File: config.mk
export PLATFORM = sky130hd
export DESIGN_NAME = gpu_cmd_arbiter
export DESIGN_NICKNAME = d
export VERILOG_FILES = /design/src/rtl/gpu_cmd_arbiter.sv
export SDC_FILE = /design/constraint.sdc
export NUM_CORES = 1
export LEC_CHECK = 0
export ABC_AREA = 1
export BUFFER_PORTS_ARGS = -buffer_cell sky130_fd_sc_hd__buf_4
export CAP_MARGIN = 15
export CORE_MARGIN = 1
export CORE_UTILIZATION = 50
export CTS_CLUSTER_DIAMETER = 50
export CTS_CLUSTER_SIZE = 30
export DETAILED_ROUTE_END_ITERATION = 12
export PLACE_DENSITY = 0.84
export SYNTH_ARGS = -nofsm -noshare
export SYNTH_HDL_FRONTEND = slang
export SYNTH_SLANG_ARGS = --single-unit
File: constraint.sdc
create_clock -name clk -period 2.6 [get_ports clk]
set_clock_uncertainty 0.05 [all_clocks]
set_input_delay 0.65 -clock clk [delete_from_list [all_inputs] [get_ports clk]]
set_output_delay 0.65 -clock clk [all_outputs]
set_load 0.03 [all_outputs]
File: src/rtl/gpu_cmd_arbiter.sv
// Round-robin arbiter that shares one APB command slave between two valid/ready
// command streams, locking the grant for a whole packet (up to the end opcode).
module gpu_cmd_arbiter #(
  parameter logic [31:0] CMD_ADDR     = 32'h0000_0000,
  parameter logic [3:0]  PKT_END_OP   = 4'h4,
  parameter int unsigned HOLD_TIMEOUT = 255
) (
  input  logic        clk,
  input  logic        rst,
  input  logic        req0_valid,
  input  logic [31:0] req0_data,
  output logic        req0_ready,
  input  logic        req1_valid,
  input  logic [31:0] req1_data,
  output logic        req1_ready,
  input  logic        gpu_busy,
  output logic [31:0] pAddr_o,
  output logic [31:0] pDataWrite_o,
  output logic        pSel_o,
  output logic        pEnable_o,
  output logic        pWrite_o,
  output logic [1:0]  grant_o,
  output logic        abort_o
);

  // state  | meaning
  // IDLE   | no owner, arbitrate between valid requesters
  // SETUP  | APB setup phase for the latched word
  // ACCESS | APB access phase; packet ends here on the end opcode
  // HOLD   | owner keeps grant, waiting for its next word or the timeout
  typedef enum logic [1:0] {IDLE, SETUP, ACCESS, HOLD} state_t;

  localparam logic [15:0] TO_LOAD = 16'(HOLD_TIMEOUT - 1);

  state_t      state, state_nxt;
  logic        owner;
  logic        last_owner;
  logic [31:0] word_q;
  logic [31:0] addr_q;
  logic [15:0] cnt;
  logic        cand;
  logic        cand_vld;
  logic        owner_vld;
  logic        accept;
  logic        accept_idx;
  logic        timeout;
  logic        pkt_end;

  assign cand_vld  = req0_valid | req1_valid;
  // On a tie the requester that did not own the previous packet wins.
  assign cand      = req0_valid ? (req1_valid & ~last_owner) : 1'b1;
  assign owner_vld = owner ? req1_valid : req0_valid;
  assign pkt_end   = (word_q[31:28] == PKT_END_OP);

  always_comb begin
    state_nxt  = state;
    accept     = 1'b0;
    accept_idx = owner;
    timeout    = 1'b0;
    case (state)
      IDLE: begin
        if (cand_vld && !gpu_busy && !rst) begin
          accept     = 1'b1;
          accept_idx = cand;
          state_nxt  = SETUP;
        end
      end
      SETUP:  state_nxt = ACCESS;
      ACCESS: state_nxt = pkt_end ? IDLE : HOLD;
      HOLD: begin
        if (owner_vld && !gpu_busy && !rst) begin
          accept    = 1'b1;
          state_nxt = SETUP;
        end else if (cnt == 16'd0) begin
          timeout   = 1'b1;
          state_nxt = IDLE;
        end
      end
      default: state_nxt = IDLE;
    endcase
  end

  assign req0_ready   = accept & ~accept_idx;
  assign req1_ready   = accept & accept_idx;
  assign pSel_o       = (state == SETUP) || (state == ACCESS);
  assign pEnable_o    = (state == ACCESS);
  assign pWrite_o     = pSel_o;
  assign pAddr_o      = addr_q;
  assign pDataWrite_o = word_q;

  always_ff @(posedge clk or posedge rst) begin
    if (rst) begin
      state      <= IDLE;
      owner      <= 1'b0;
      last_owner <= 1'b1;
      word_q     <= 32'd0;
      addr_q     <= 32'd0;
      cnt        <= 16'd0;
      grant_o    <= 2'b00;
      abort_o    <= 1'b0;
    end else begin
      state   <= state_nxt;
      abort_o <= timeout;
      if (accept) begin
        word_q  <= accept_idx ? req1_data : req0_data;
        addr_q  <= CMD_ADDR;
        owner   <= accept_idx;
        grant_o <= accept_idx ? 2'b10 : 2'b01;
      end
      if (state == ACCESS) begin
        if (pkt_end) begin
          last_owner <= owner;
          grant_o    <= 2'b00;
        end else begin
          cnt <= TO_LOAD;
        end
      end
      if (state == HOLD && !accept) begin
        if (timeout) begin
          last_owner <= owner;
          grant_o    <= 2'b00;
        end else begin
          cnt <= cnt - 16'd1;
        end
      end
    end
  end

endmodule
==> results of run 1 <==
## metal layers
metal  wire [um]  vias up
met5           0        -
met4         207        0
met3         687       23
met2        4360      139
met1        3450     1528
li1            -     1609
## area by class of cell
type                    instances  area (sq um)  share of cell area (%)
clock inverters                 2          37.5                   0.837
multi-input cells             369          1920                    42.9
repair buffers                113           848                    18.9
flip-flops and latches         55          1380                    30.7
well taps                      96           120                    2.68
clock buffers                   5          68.8                    1.53
inverters                      29           109                    2.43
## critical path: stages, from the launching register on
cell and delay [ps]:
sky130_fd_sc_hd__dfrtp_1 420, sky130_fd_sc_hd__inv_1 100, sky130_fd_sc_hd__ha_1 340, sky130_fd_sc_hd__inv_1 230, sky130_fd_sc_hd__nand2_8 160, sky130_fd_sc_hd__nor2_8 110, sky130_fd_sc_hd__buf_4 170
## cell usage in the layout (no fill, tap or decap), types with 4 or more instances in the layout
cell type / n
sky130_fd_sc_hd__nand2_1: 172
sky130_fd_sc_hd__nor2_2: 4
sky130_fd_sc_hd__nand2_2: 29
sky130_fd_sc_hd__o21ai_0: 10
sky130_fd_sc_hd__nor2_1: 24
sky130_fd_sc_hd__buf_4: 113
sky130_fd_sc_hd__conb_1: 32
sky130_fd_sc_hd__nand3_2: 26
sky130_fd_sc_hd__nand3b_1: 4
sky130_fd_sc_hd__inv_1: 26
sky130_fd_sc_hd__clkbuf_8: 5
sky130_fd_sc_hd__dfrtp_1: 54
sky130_fd_sc_hd__nand3_1: 39
sky130_fd_sc_hd__ha_1: 5
sky130_fd_sc_hd__xor2_1: 6
## per-stage QoR
stage	cell area [sq um]	hold WS, ps	utilization [%]	instances
CTS	4490	464	64.2	669
finish	4490	459	64.2	669
global route	4490	481	64.2	669
floorplan	3810	450	-	501
detailed placement	4380	433	62.7	662
global placement	4380	432	62.7	662
## report_power, final
group          switching, W  internal, W  leakage, nW
logic               0.00182      0.00101         1.81
clock network      0.000288     0.000282       0.0502
registers          0.000296      0.00123        0.688
## flip-flops by register name, summed over array words and instances, names as in the netlist
name	count
abort_o	1
cnt	16
grant_o	2
last_owner	1
owner	1
pDataWrite_o	32
state	2
## cells by family (layout without fill, tap and decap cells)
kind of cell | after synthesis | in the layout | synth area share, %
other | 1 | 32 | 0.101
adder cells (fa/ha/maj) | 5 | 5 | 1.69
XOR/XNOR | 6 | 6 | 1.42
AO/OA/AOI/OAI | 14 | 14 | 2.30
buffers and inverters | 77 | 149 | 13.8
AND/OR/NAND/NOR | 312 | 312 | 43.4
flip-flops | 55 | 55 | 37.3
## final timing paths
kind,start,slack [ps],end,cells after the start
min,pDataWrite_o[3]$_DFFE_PP0N_,460,pDataWrite_o[3]$_DFFE_PP0N_,2
min in group asynchronous,rst,500,state[1]$_DFFE_PP0P_,3
max reg2reg,state[0]$_DFFE_PP0P_,480,pDataWrite_o[18]$_DFFE_PP0N_,8
max,state[0]$_DFFE_PP0P_,50,req1_ready,6
max in group asynchronous,rst,1530,pDataWrite_o[12]$_DFFE_PP0N_,3
min reg2reg,pDataWrite_o[3]$_DFFE_PP0N_,460,pDataWrite_o[3]$_DFFE_PP0N_,2
==> metrics.log, run 1 <==
INFO  metric floorplan.io_pins = around 140
INFO  metric synthesized_area = between 3000 and 4000 sq um
INFO  metric hold_viol_final = 0
INFO  metric final_max_slew_viol_count = 0
INFO  metric number_of_synthesized_register_bits = 55
INFO  metric fp.dieArea = 7740 sq um
INFO  metric yosysSeqAreaShare = between 30% and 40%
INFO  metric detail_route.vias_per_cell = 4.93
INFO  metric die_width = 88.0 um
INFO  metric cts_max_path_buffers = 2
INFO  metric areaGrowthSynthToFinish = 21.4%
INFO  metric antenna_cells = 0
INFO  metric cts.sinks = 55
INFO  metric synth.yosys.warnings = 0
INFO  metric synth_top_cell_by_area = sky130_fd_sc_hd__dfrtp_1
INFO  metric slew-limit-headroom = 53.6%
INFO  metric grt_pass1_wl = ~14 mm
INFO  metric number_of_synthesized_flops_with_an_enable_pin = 0
INFO  metric cts.repair.resized = 0
INFO  metric crit_path_arrival_time = 1850 ps
INFO  metric tightestPinTransition = 696 ps
INFO  metric effective_utilization_at_floorplan = 52.9%
INFO  metric top_usage_layer = met2
INFO  metric synth_flop_cell = sky130_fd_sc_hd__dfrtp_1
INFO  metric final_min_period_over_clock_period = 97.9%
INFO  metric critPathCaptureType = output pin
INFO  metric ys_top_cells_by_count = sky130_fd_sc_hd__nand2_1 (172), sky130_fd_sc_hd__dfrtp_1 (54), sky130_fd_sc_hd__nand3_1 (39)
INFO  metric routed_wl = around 8.7 mm
INFO  metric vias = 3299
INFO  metric power.density = 1100 nW/um^2
INFO  metric synth_most_common_cell = sky130_fd_sc_hd__nand2_1
INFO  metric std_cell_rows = 30
INFO  metric syn_inst = 470
INFO  metric drt_first_iter_violations = 219
INFO  metric cts_made_buffers = 5
INFO  metric route.detailed.wl_per_inst = roughly 13 um
INFO  metric hold_path_class = reg2reg
INFO  metric cts_max_level = 2
INFO  metric grt.met2_usage = 41.6%
INFO  metric max_cap_viol_count = 0
INFO  metric final.fill_count = 592
INFO  metric clock_tree_from_tritoncts = built
INFO  metric final.min_clock_period = 2550 ps
INFO  metric preCtsSetupSlack = approximately 260 ps
INFO  metric post-cts-setup-buffers = 0
INFO  metric grt_max_degree = between 50 and 60
INFO  metric initial_antenna_violation_count = 0
INFO  metric run_status = finished, final reports clean
INFO  metric drc = 0
INFO  metric static-leakage-power = 2.55 nW
INFO  metric dieHeight = 88.0 um
INFO  metric clock_tree.root_cell = sky130_fd_sc_hd__clkbuf_8
INFO  metric gr-usage-all-layers = 23.7%
INFO  metric unrepaired_setup_endpoints_after_global_routing = no
INFO  metric grt-ovfl-total = 0
INFO  metric syn-mean-instance-area = 7.86 sq um
INFO  metric core_region_area = 6980 sq um
INFO  metric netlist.area_leader.share = 36.6%
INFO  metric yosysUniqueCellTypes = 32
INFO  metric first_global_vias = 3291
INFO  metric report.final.setup_viol = 0
INFO  metric fin_tns_setup = 0 ps
INFO  metric timing.critical_path.fanout_max = 15
INFO  metric ant_nets = 0
INFO  metric global_route.usage.met1 = 27.2%
INFO  metric dp_hpwl = 6.43 mm
INFO  metric cts_hold_repair.buffers = 0
INFO  metric max-vdd-ir-drop = about 630 uV
INFO  metric top_achievable_clock_speed = approximately 400 MHz
INFO  metric placement.io_buffers = 108
INFO  metric firstDrtPassIters = 4
INFO  metric timing.setup.critical_path_class = reg2out
INFO  metric critical_path_required = 1900 ps
INFO  metric final_critical_path_setup_slack = 54.6 ps
INFO  metric worstSkewPairLatency = approximately 310 ps
INFO  metric asyncSetResetFlopFracSynth = 100%
INFO  metric clk_pin_slew_worst_paths = approximately 100 ps
INFO  metric totalPowerFinal = 0.00492 W
INFO  metric grt_util_met3 = roughly 7%
INFO  metric place.gp.congestion = ~0.95
INFO  metric post_synth_main_area_contributors = sky130_fd_sc_hd__dfrtp_1 (37%), sky130_fd_sc_hd__nand2_1 (17%), sky130_fd_sc_hd__buf_4 (7.1%)
INFO  metric num-nets-final = roughly 650
INFO  metric worst_setup_path_start_kind = flop
INFO  metric drive_gt1_share = about 34%
Power figures use the tool's default switching activity.
==> run 2, diff against run 1 <==
Settings changed: CORE_MARGIN 1 to not set.
Clock period 2.6 ns to 2.86 ns, I/O delays scaled along.
==> metrics.log, run 2 (synthesized netlist as in run 1, its figures left out) <==
INFO  metric run_status = finished, final reports clean
INFO  metric hold_viol_final = 0
INFO  metric worst_flop_to_flop_path_endpoint = pDataWrite_o[19]$_DFFE_PP0N_
INFO  metric floorplan.io_pins = 141
INFO  metric fin_tns_setup = 0 ps
INFO  metric r2r.worst_path.cells = 8
INFO  metric number_of_flip_flops_under_the_largest_register_name = 32
INFO  metric slew-limit-headroom = 52.5%
INFO  metric placement.io_buffers = 108
INFO  metric grt-ovfl-total = 0
INFO  metric r2r_slack = about 700 ps
INFO  metric cts_max_level = 2
INFO  metric worstSkewPairLatency = about 310 ps
INFO  metric swShare = 50.0%
INFO  metric max-vdd-ir-drop = 582 uV
INFO  metric grt_max_degree = 56
INFO  metric cts_made_buffers = 5
INFO  metric layout_common_cells = sky130_fd_sc_hd__nand2_1 (172), sky130_fd_sc_hd__buf_4 (113), sky130_fd_sc_hd__dfrtp_1 (54), sky130_fd_sc_hd__nand3_1 (39), sky130_fd_sc_hd__conb_1 (32)
INFO  metric tightestPinTransition = 712 ps
INFO  metric final.fill_count = 598
INFO  metric antenna_cells = 0
INFO  metric die_width = 88.0 um
INFO  metric power.density = around 990 nW/um^2
INFO  metric routed_wl = roughly 8.8 mm
INFO  metric fp.dieArea = 7740 sq um
INFO  metric final_critical_path_setup_slack = 250 ps
INFO  metric critical_path_required = 2100 ps
INFO  metric utilization = between 60% and 70%
INFO  metric dp_hpwl = 6.53 mm
INFO  metric final_common_cell = sky130_fd_sc_hd__nand2_1
INFO  metric cts.sinks = between 50 and 60
INFO  metric dieHeight = 88.0 um
INFO  metric num-nets-final = around 650
INFO  metric std_cell_rows = 30
INFO  metric vias = 3352
INFO  metric route.detailed.wl_per_inst = 13.1 um
INFO  metric timing.setup.critical_path_class = reg2out
INFO  metric gr-usage-all-layers = 23.9%
INFO  metric clock_tree.root_cell = sky130_fd_sc_hd__clkbuf_8
INFO  metric firstDrtPassIters = 5
INFO  metric unrepaired_setup_endpoints_after_global_routing = no
INFO  metric worst_setup_path_start_kind = flop
INFO  metric final_min_period_over_clock_period = about nine tenths
INFO  metric effective_utilization_at_floorplan = between 50% and 60%
INFO  metric preCtsSetupSlack = between 300 and 400 ps
INFO  metric cts.repair.resized = 0
INFO  metric top_achievable_clock_speed = between 300 and 400 MHz
INFO  metric clk_pin_slew_worst_paths = 100 ps
INFO  metric critPathCaptureType = output pin
INFO  metric crit_path_arrival_time = about 1900 ps
INFO  metric worst_r2r_startpoint = state[0]$_DFFE_PP0P_
INFO  metric hold_path_class = reg2reg
INFO  metric max_cap_viol_count = 0
INFO  metric ant_nets = 0
INFO  metric drc = 0
INFO  metric totalPowerFinal = 0.00442 W
INFO  metric min_delay_worst_endpoint = pDataWrite_o[3]$_DFFE_PP0N_
INFO  metric drive_gt1_share = 34.1%
INFO  metric internal_power = 0.00221 W
INFO  metric areaGrowthSynthToFinish = 20.9%
INFO  metric final_max_slew_viol_count = 0
INFO  metric comb_power_share = 58.7%
INFO  metric p_sw = 0.00221 W
INFO  metric timing.critical_path.fanout_max = 11
INFO  metric hold_path_startpoint = pDataWrite_o[3]$_DFFE_PP0N_
INFO  metric post-cts-setup-buffers = 0
INFO  metric report.final.setup_viol = 0
INFO  metric place.gp.congestion = 0.986
INFO  metric initial_antenna_violation_count = 0
INFO  metric clock_power_share = between 10% and 20%
INFO  metric first_global_vias = 3332
INFO  metric worstHoldPathCells = 2
INFO  metric seq_power_share = 31.2%
INFO  metric grt_pass1_wl = 14.5 mm
INFO  metric cts_hold_repair.buffers = 0
INFO  metric drt_first_iter_violations = 238
INFO  metric detail_route.vias_per_cell = 5.00
INFO  metric cts_max_path_buffers = 2
INFO  metric clock_tree_from_tritoncts = built
INFO  metric core_region_area = 6980 sq um
INFO  metric final.min_clock_period = 2610 ps
INFO  metric static-leakage-power = 2.54 nW
[run 2: worst max-delay path: stages, from the launching register on]
cell and delay [ps]:
sky130_fd_sc_hd__dfrtp_1 420, sky130_fd_sc_hd__inv_1 100, sky130_fd_sc_hd__ha_1 340, sky130_fd_sc_hd__inv_1 240, sky130_fd_sc_hd__nand2_8 150, sky130_fd_sc_hd__nor2_8 120
sky130_fd_sc_hd__buf_4 160
[run 2: layer usage]
metal	routed length, um	global-route usage [%]	share of wire [%]
met2	4540	42.2	52
met1	3480	28.0	40
met3	634	6.22	7.2
met4	152	8.64	1.7
met5	0	0	0
[run 2: stage by stage]
stage	instance area [sq um]	instances	hold WS, ps
2_1_floorplan	3810	501	450
3_3_place_gp	4380	662	432
3_5_place_dp	4380	662	434
4_1_cts	4470	670	460
5_1_grt	4470	670	472
6_report	4470	670	456
[run 2: worst max path at each step]
| stage | from | endpoint | slack [ps] | cells after the start |
|---|---|---|---|---|
| 2_1_floorplan | state[0]$_DFFE_PP0P_ | req1_ready | 530 | 6 |
| 3_3_place_gp | req1_valid | req0_ready | 430 | 7 |
| 3_5_place_dp | req1_valid | req0_ready | 390 | 7 |
| 4_1_cts | state[0]$_DFFE_PP0P_ | req1_ready | 260 | 6 |
| 5_1_grt | state[0]$_DFFE_PP0P_ | req1_ready | 190 | 6 |
| 6_report | state[0]$_DFFE_PP0P_ | req0_ready | 250 | 6 |
[run 2: layout make-up]
type	instances	area [sq um]	share of cell area, %
Multi-Input combinational cell	369	1920	43.1
Sequential cell	55	1380	30.8
Timing Repair Buffer	113	848	19.0
Tap cell	96	120	2.69
Inverter	29	109	2.44
Clock buffer	6	72.6	1.62
Clock inverter	2	16.3	0.364
[run 2: power groups by stage]
stage / Combinational [W] / Clock (W) / Sequential, W
final: 0.00259 / 0.000449 / 0.00138
after global routing: 0.00282 / 0.000485 / 0.00142
after CTS: 0.00258 / 0.000455 / 0.00137
after detailed placement: 0.00258 / 0 / 0.00138
after global placement: 0.00249 / 0 / 0.00138
after floorplan: 0.00152 / 0 / 0.00175
==> run 3, diff against run 2 <==
Settings changed: RECOVER_POWER set to 25.
==> metrics.log, run 3 (synthesized netlist as in run 1, its figures left out) <==
INFO  metric run_status = finished, final reports clean
INFO  metric crit_path_arrival_time = between 1500 and 2000 ps
INFO  metric worstSkewPairLatency = just over 300 ps
INFO  metric timing.setup.critical_path_class = reg2out
INFO  metric critPathCaptureType = output pin
INFO  metric startpoint = state[0]$_DFFE_PP0P_
INFO  metric floorplan.io_pins = 141
INFO  metric clk_pin_slew_worst_paths = 100 ps
INFO  metric dp_hpwl = approximately 6.5 mm
INFO  metric place.gp.congestion = 0.986
INFO  metric gr-usage-all-layers = 23.9%
INFO  metric clock_tree.root_cell = sky130_fd_sc_hd__clkbuf_8
INFO  metric ant_nets = 0
INFO  metric worstHoldPathCells = 2
INFO  metric layout_common_cells = sky130_fd_sc_hd__nand2_1 (172), sky130_fd_sc_hd__buf_4 (111), sky130_fd_sc_hd__dfrtp_1 (54), sky130_fd_sc_hd__nand3_1 (39), sky130_fd_sc_hd__conb_1 (32)
INFO  metric routed_wl = between 8 and 9 mm
INFO  metric cts_hold_repair.buffers = 0
INFO  metric path_common_cell = sky130_fd_sc_hd__inv_1
INFO  metric crit_chain = inv_1, ha_1, inv_1, nand2_8, nor2_8, buf_4
INFO  metric power.density = 989 nW/um^2
INFO  metric grt_max_degree = between 50 and 60
INFO  metric antenna_cells = 0
INFO  metric critical-path-slowest-cell = sky130_fd_sc_hd__dfrtp_1
INFO  metric final_common_cell = sky130_fd_sc_hd__nand2_1
INFO  metric firstDrtPassIters = 4
INFO  metric route.detailed.wl_per_inst = approximately 13 um
INFO  metric number_of_flip_flops_under_the_largest_register_name = 32
INFO  metric utilization = 63.9%
INFO  metric static-leakage-power = roughly 2.5 nW
INFO  metric hold_path_startpoint = pDataWrite_o[3]$_DFFE_PP0N_
INFO  metric final_max_slew_viol_count = 0
INFO  metric top_achievable_clock_speed = 383 MHz
INFO  metric grt-ovfl-total = 0
INFO  metric dieHeight = 88.0 um
INFO  metric clock_tree_from_tritoncts = built
INFO  metric max-vdd-ir-drop = between 500 and 600 uV
INFO  metric unrepaired_setup_endpoints_after_global_routing = no
INFO  metric cts_made_buffers = 5
INFO  metric first_global_vias = approximately 3300
INFO  metric num-nets-final = 647
INFO  metric timing.critical_path.fanout_max = 11
INFO  metric min_delay_worst_endpoint = pDataWrite_o[3]$_DFFE_PP0N_
INFO  metric areaGrowthSynthToFinish = 20.7%
INFO  metric multi_input_comb_area = 1920 sq um
INFO  metric critical_path_required = around 2100 ps
INFO  metric post-cts-setup-buffers = 0
INFO  metric worst_r2r_startpoint = state[0]$_DFFE_PP0P_
INFO  metric detail_route.vias_per_cell = 5.02
INFO  metric vias = 3363
INFO  metric fp.dieArea = 7740 sq um
INFO  metric final.fill_count = 601
INFO  metric cell_family_with_most_cp_delay = buffers and inverters
INFO  metric final-seq-area = 1380 sq um
INFO  metric effective_utilization_at_floorplan = approximately 53%
INFO  metric final_critical_path_setup_slack = 248 ps
INFO  metric cts_max_path_buffers = 2
INFO  metric grt_pass1_wl = around 14 mm
INFO  metric r2r_slack = approximately 700 ps
INFO  metric preCtsSetupSlack = 386 ps
INFO  metric timing.critical_path.slowest_cell_delay = 420 ps
INFO  metric placement.io_buffers = approximately 110
INFO  metric max_cap_viol_count = 0
INFO  metric drc = 0
INFO  metric cts_max_level = 2
INFO  metric r2r.worst_path.cells = 8
INFO  metric drive_gt1_share = 33.8%
INFO  metric worst_flop_to_flop_path_endpoint = pDataWrite_o[19]$_DFFE_PP0N_
INFO  metric final.min_clock_period = 2610 ps
INFO  metric drt_first_iter_violations = about 240
INFO  metric die_width = 88.0 um
INFO  metric slew-limit-headroom = 6.96%
INFO  metric hold_path_class = reg2reg
INFO  metric fin_tns_setup = 0 ps
INFO  metric cts.sinks = 55
INFO  metric initial_antenna_violation_count = 0
INFO  metric report.final.setup_viol = 0
INFO  metric final_min_period_over_clock_period = 91.3%
INFO  metric std_cell_rows = 30
INFO  metric core_region_area = between 6000 and 7000 sq um
INFO  metric cts.repair.resized = 0
INFO  metric tightestPinTransition = 1400 ps
INFO  metric crit_buf_inv = 3
INFO  metric worst_setup_path_start_kind = flop
INFO  metric hold_viol_final = 0
run 3: changes by cell type in the layout (fill, tap and decap cells not counted):
cell / before / now
sky130_fd_sc_hd__buf_4: 113 / 111
sky130_fd_sc_hd__clkbuf_1: 1 / 2
sky130_fd_sc_hd__clkbuf_2: 0 / 1
sky130_fd_sc_hd__clkinv_1: 0 / 1
sky130_fd_sc_hd__inv_2: 3 / 2
run 3: worst max path at each step:
stage                       endpoint  slack [ps]  cells past startpoint
after global placement    req0_ready         430                      7
after detailed placement  req0_ready         390                      7
after CTS                 req1_ready         260                      6
after floorplan           req1_ready         530                      6
final                     req0_ready         250                      6
after global routing      req1_ready         190                      6
run 3: through the flow:
step                hold slack (ps)  total power (W)  std cells  cell area, sq um
global placement                432          0.00387        662              4380
detailed placement              434          0.00396        662              4380
CTS                             460          0.00441        670              4470
global route                    472          0.00472        670              4460
finish                          456          0.00441        670              4460
floorplan                       450          0.00326        501              3810
run 3: power by group:
group | switching, W | internal, W | leakage (nW)
Clock | 0.000274 | 0.000177 | 0.0418
Sequential | 0.000257 | 0.00112 | 0.688
Combinational | 0.00167 | 0.000914 | 1.80
run 3: area by class of cell:
class,instances,share of cell area [%]
clock inverters,2,0.365
well taps,96,2.69
flip-flops and latches,55,30.9
inverters,29,2.44
repair buffers,113,18.9
clock buffers,6,1.63
multi-input cells,369,43.1
run 3: routing by layer:
metal	GRT usage, %	vias up	wire length [um]
li1	-	1611	-
met1	28.0	1591	3430
met2	42.2	143	4520
met3	6.22	18	658
met4	8.64	0	173
met5	0	-	0
run 3: worst reg2reg max path: stages, from the launching register on:
cell                      delay, ps
sky130_fd_sc_hd__dfrtp_1        420
sky130_fd_sc_hd__inv_1          100
sky130_fd_sc_hd__ha_1           340
sky130_fd_sc_hd__inv_1          240
sky130_fd_sc_hd__nand2_8        150
sky130_fd_sc_hd__nor2_8         110
sky130_fd_sc_hd__buf_4          440
sky130_fd_sc_hd__nand2_1        140
sky130_fd_sc_hd__nand3_1        110
